### src/rtl/ebn_buf.sv
// ebn_buf: N-entry elastic valid/ready buffer; handshake outputs depend only on registered state.
// Optional occupancy port `level` is present when EBN_LEVEL_EN is defined.
module ebn_buf #(
    parameter int unsigned WIDTH = 8,
    parameter int unsigned DEPTH = 2,
    localparam int unsigned LW = $clog2(DEPTH + 1)
) (
    input  logic             clk,
    input  logic             reset_n,
    input  logic [WIDTH-1:0] t_0_data,
    input  logic             t_0_valid,
    output logic             t_0_ready,
    output logic [WIDTH-1:0] i_0_data,
    output logic             i_0_valid,
    input  logic             i_0_ready
`ifdef EBN_LEVEL_EN
    ,
    output logic [LW-1:0]    level
`endif
);

    localparam int unsigned PW = (DEPTH > 1) ? $clog2(DEPTH) : 1;
    localparam logic [LW-1:0] CntFull = LW'(DEPTH);
    localparam logic [PW-1:0] PtrLast = PW'(DEPTH - 1);

    logic [WIDTH-1:0] mem_q [DEPTH];
    logic [LW-1:0]    count_q, count_d;
    logic [PW-1:0]    wr_ptr_q, wr_ptr_d;
    logic [PW-1:0]    rd_ptr_q, rd_ptr_d;
    logic             push, pop;

    // Gating by reset_n keeps both sides idle while reset is held, whatever count_q holds.
    assign t_0_ready = reset_n & (count_q != CntFull);
    assign i_0_valid = reset_n & (count_q != '0);
    assign i_0_data  = mem_q[rd_ptr_q];

    assign push = t_0_valid & t_0_ready;
    assign pop  = i_0_valid & i_0_ready;

`ifdef EBN_LEVEL_EN
    assign level = reset_n ? count_q : '0;
`endif

    always_comb begin
        count_d  = count_q;
        wr_ptr_d = wr_ptr_q;
        rd_ptr_d = rd_ptr_q;
        if (push) begin
            wr_ptr_d = (wr_ptr_q == PtrLast) ? '0 : wr_ptr_q + 1'b1;
        end
        if (pop) begin
            rd_ptr_d = (rd_ptr_q == PtrLast) ? '0 : rd_ptr_q + 1'b1;
        end
        case ({push, pop})
            2'b10:   count_d = count_q + 1'b1;
            2'b01:   count_d = count_q - 1'b1;
            default: count_d = count_q;
        endcase
    end

    always_ff @(posedge clk) begin
        if (!reset_n) begin
            count_q  <= '0;
            wr_ptr_q <= '0;
            rd_ptr_q <= '0;
        end else begin
            count_q  <= count_d;
            wr_ptr_q <= wr_ptr_d;
            rd_ptr_q <= rd_ptr_d;
        end
    end

    // Storage is deliberately not reset; push is already suppressed during reset.
    always_ff @(posedge clk) begin
        if (push) begin
            mem_q[wr_ptr_q] <= t_0_data;
        end
    end

endmodule

### config.mk
export PLATFORM = sky130hd
export DESIGN_NAME = ebn_buf
export DESIGN_NICKNAME = d
export VERILOG_FILES = /design/src/rtl/ebn_buf.sv
export SDC_FILE = /design/constraint.sdc
export NUM_CORES = 1
export LEC_CHECK = 0
export CORE_MARGIN = 4
export CORE_UTILIZATION = 49
export DETAILED_ROUTE_END_ITERATION = 8
export PLACE_DENSITY = 0.91
export SETUP_SLACK_MARGIN = 0.02
export SLEW_MARGIN = 30
export SYNTH_ARGS = -nofsm -noshare
export SYNTH_HDL_FRONTEND = slang
export SYNTH_SLANG_ARGS = --single-unit
### constraint.sdc
create_clock -name clk -period 4.6 [get_ports clk]
set_input_delay 0.46 -clock clk [delete_from_list [all_inputs] [get_ports clk]]
set_output_delay 0.46 -clock clk [all_outputs]
set_load 0.01 [all_outputs]
== Word level (Yosys, flattened, before mapping) ==
Memory sizes are Yosys's and may differ from the RTL's. A register that Yosys moved wholly into a read port is not among the register bits.
Cells that the tools add are included.
Storage, ports and cells
  register bits: 4
  memory bits (writable): 16
  input bits: 12
  output and inout bits: 10
  logic and storage cells: 24
  memories kept: 1
Memories
  mem_q: depth 2, width 8, read ports 1, clocked after Yosys merged registers in 1, write ports 1, RTL line 26  | logic [WIDTH-1:0] mem_q [DEPTH];
Cells by class
  $add $sub $neg: 4
  eq/ne operators: 3
  multiplexer cells: 7
  bitwise operators: 4
  reduce and logical (&&, ||, !) cells: 2
Operators by type and width (number)
  1-bit 2-to-1 mux: 6
  1-bit bitwise AND: 4
  2-bit case mux with 2 select lines: 1
  2-bit nonzero test: 2
  1-bit adder (second input constant): 2
  2-bit by 1-bit adder with 2-bit output (second input constant): 1
  2-bit by 1-bit equality test with 1-bit output (second input constant): 1
  2-bit equality test (second input constant): 1
  2-bit != test (second input constant): 1
  2-bit by 1-bit subtractor with 2-bit output (second input constant): 1

== Longest topological paths before layout ==
  word-level depth: 5
  gate-level depth with buffers: 6
  gate-level depth less buffers: 6

== Worst setup path after synthesis ==
OpenSTA, ideal clock, no wires.
  path kind: input-to-reg
  from: input port reset_n
  to: register count_q[1]
  setup time: 70 ps
  arrival time: 1521 ps
  required time: 4530 ps
  path slack: 3009 ps
  stages on the path: 5
  path buffers: 0
  cell sequence: o21a_1 > and2_1 > ha_1 > or3_1 > a21boi_1
Between the ends
  word-level cells in the longest chain between the ends: 4
  elaborated cells on any way between the ends: 8
  classes of those cells: eq/ne: 2; mux: 1; bitwise: 4; reduce/logical: 1
RTL lines
  start: declaration: RTL line 9  | input logic reset_n,
  1-bit bitwise AND (*): RTL line 34  | assign i_0_valid = reset_n & (count_q != '0);
  1-bit bitwise AND (*): RTL line 38  | assign pop = i_0_valid & i_0_ready;
  named net pop: RTL line 30  | logic push, pop;
  2-bit by 1-bit equality test with 1-bit output or 2-bit equality test (tied branches): RTL line 54  | case ({push, pop})
  2-bit case mux with 2 select lines or 2-bit nonzero test (tied branches)
  end signal: assignment: RTL line 67  | count_q <= count_d;
  end: declaration: RTL line 27  | logic [LW-1:0] count_q, count_d;
Mark *: on every way through the listed nets, which the timed path passes. The rest lies on a longest branch.
A chain may end at the register's enable or synchronous reset.

== Worst setup path in the final report ==
  from: input port reset_n
  to: output port t_0_ready
Between the ends
  word-level cells in the longest chain between the ends: 1
RTL lines
  1-bit bitwise AND: RTL line 33  | assign t_0_ready = reset_n & (count_q != CntFull);
  end: declaration: RTL line 12  | output logic t_0_ready,
Every way passes these cells.

==> flow_summary.json <==
{
  "outcome": "completed",
  "synth_compound_area_share_pct": 4.59,
  "fin_total_pwr_w": 0.000377,
  "max-clock-path-buffers": 2,
  "ys_seq_elements": 21,
  "start_util_pct": 53.1,
  "rsz0062_at_grt": "no",
  "dp_hpwl_microns": 1000,
  "viasPerCell": 5.11,
  "die_w_microns": 48.9,
  "hp-class": "reg -> reg",
  "crit_fanout": 8,
  "drtPass1Iterations": 4,
  "dp_slack_ns": 2.41,
  "synthCells": 52,
  "clk_pin_slew_ns": 0.11,
  "wl_microns": 1290,
  "ys_types": 17,
  "whs_ns": 0.547,
  "finalMaxSlewViolations": 0,
  "yosys_warnings": 0,
  "io_pins": 22,
  "power_density_nw_per_um2": 352,
  "post_cts_buffers": 0,
  "syn2layout_area_growth_pct": 30.9,
  "cp_data_required_time_ns": 4.14,
  "cp-end-kind": "output pin",
  "yosysSeqAreaShare_pct": 70.9,
  "clock_sinks": 21,
  "syn_area_sq_um": 818,
  "synth_top_family_by_area": "multiplexers",
  "die_h_microns": 48.9,
  "min_period_ns": 2.19,
  "htreeDepth": 1,
  "total_leakage_power_nw": 0.368,
  "irDropWorstVdd_mv": 0.208,
  "synth_top_area_share_pct": 58.7,
  "fin_cells": 92,
  "period_share_pct": 47.5,
  "worst-endpoint-arrival_ns": 1.73,
  "cts_tree": "done",
  "clock_skew_ns": 0.00140,
  "hold_violations": 0,
  "drtIter0Drc": 8,
  "grt_overflow": 0,
  "post-route-drc-count": 0,
  "num_antenna_cells": 0,
  "setup_viol": 0,
  "die_area_sq_um": 2390,
  "root_buffer": "clkbuf_4",
  "cts_hold_buf": 0,
  "final_common_cell": "clkdlybuf4s50_1",
  "maxCapViolCount": 0,
  "fin_tns_setup_ns": 0,
  "grt_start_max_net_pins": 13,
  "nets": 90,
  "gp_congestion": 0.664,
  "synthAdderAreaFrac_pct": 1.53,
  "vias": 470,
  "row_count": 14,
  "ant_nets": 0,
  "synth.area.top_cells": "edfxtp_1 (59%), dfxtp_1 (12%), mux2_2 (11%)",
  "clock_latency_ns": 0.29,
  "grt_usage_pct": 11.6,
  "postCtsResizedCells": 0,
  "numCtsBuffers": 3,
  "worstSetupStartpointType": "input pin",
  "slew_headroom_pct": 56.0,
  "core_area_sq_um": 1540,
  "worstSetupPathType": "in -> out",
  "max_freq_ghz": 0.457,
  "worst_slew_pin_slew_ns": 0.657,
  "drive_above_1_share_pct": 15.8,
  "syn_avg_cell_area_sq_um": 15.7,
  "synth-simple-area-share_pct": 7.65,
  "final_cell_mix": "clkdlybuf4s50_1 (21), edfxtp_1 (16), mux2_2 (8)",
  "antenna_found_initial": 0,
  "dp_cells": 88,
  "synth_top_area_cell": "edfxtp_1",
  "setup_ws_ns": 2.41,
  "syn_nets": 65,
  "synth_xor_area_share_pct": 3.21,
  "grt_pass1_vias": 500,
  "avgRoutedWirePerCell_microns": 14.0,
  "portBuffers": 21,
  "grt_pass1_wl_microns": 2190,
  "synthMuxAreaShare_pct": 11.0
}
-- power breakdown --
group / switching (W) / total, W / internal [W]
registers: 0.00000908 / 0.000225 / 0.000216
logic: 0.0000246 / 0.0000697 / 0.0000451
clock network: 0.0000498 / 0.0000820 / 0.0000323
-- routing by layer --
metal	vias up	GRT usage (%)	part of all wire [%]
li1	237	-	-
met1	211	13.0	42
met2	20	20.0	49
met3	2	3.98	7.6
met4	0	4.04	0.85
met5	-	0	0
-- synth_stat cells (all sizes together) --
library cell,instances
a21boi,1
nor2,2
or3,1
buf,1
nand2b,1
o21a,2
edfxtp,16
a21oi,1
and2,5
dfxtp,5
and3,1
nand3,1
inv,1
mux2,8
ha,1
o21ai,2
xnor2,3
-- final cells by class --
| cell class | count | area, sq um |
|---|---|---|
| clock inverters | 1 | 5.00 |
| clock buffers | 3 | 22.5 |
| repair buffers | 21 | 210 |
| inverters | 1 | 3.75 |
| fillers | 111 | 470 |
| multi-input cells | 29 | 229 |
| flip-flops and latches | 21 | 581 |
| well taps | 16 | 20.0 |
-- kinds of logic after synthesis --
kind of cell    after synthesis
flops                        21
simple gates                 11
mux                           8
compound gates                6
xor+xnor                      3
buf+inv                       2
fa+ha+maj                     1
-- registers in the layout, indices dropped and copies added (netlist names), named ones only --
| name | flops |
|---|---|
| count_q | 2 |
| wr_ptr_q | 1 |
| rd_ptr_q | 1 |
| mem_q | 16 |
-- stage by stage --
stage | utilization, % | instance area (sq um)
final | 69.5 | 1070
after global routing | 69.5 | 1070
after CTS | 69.5 | 1070
after detailed placement | 67.7 | 1040
after global placement | 67.7 | 1040
after floorplan | - | 818
-- path summary, 6_finish.rpt --
path | from | endpoint | slack, ns | cells past startpoint
worst max-delay path | reset_n | t_0_ready | 2.41 | 3
worst min-delay path | count_q[1]$_SDFFE_PN0P_ | count_q[1]$_SDFFE_PN0P_ | 0.55 | 2
worst max register to register | count_q[0]$_SDFFE_PN0P_ | count_q[1]$_SDFFE_PN0P_ | 2.97 | 5
worst min register to register | count_q[1]$_SDFFE_PN0P_ | count_q[1]$_SDFFE_PN0P_ | 0.55 | 2
-- worst max-delay path, stage by stage --
cell,delay [ns]
clkdlybuf4s50_1,0.57
and2_1,0.16
clkdlybuf4s50_1,0.53
Note: power is estimated with default switching activity, not from simulation.
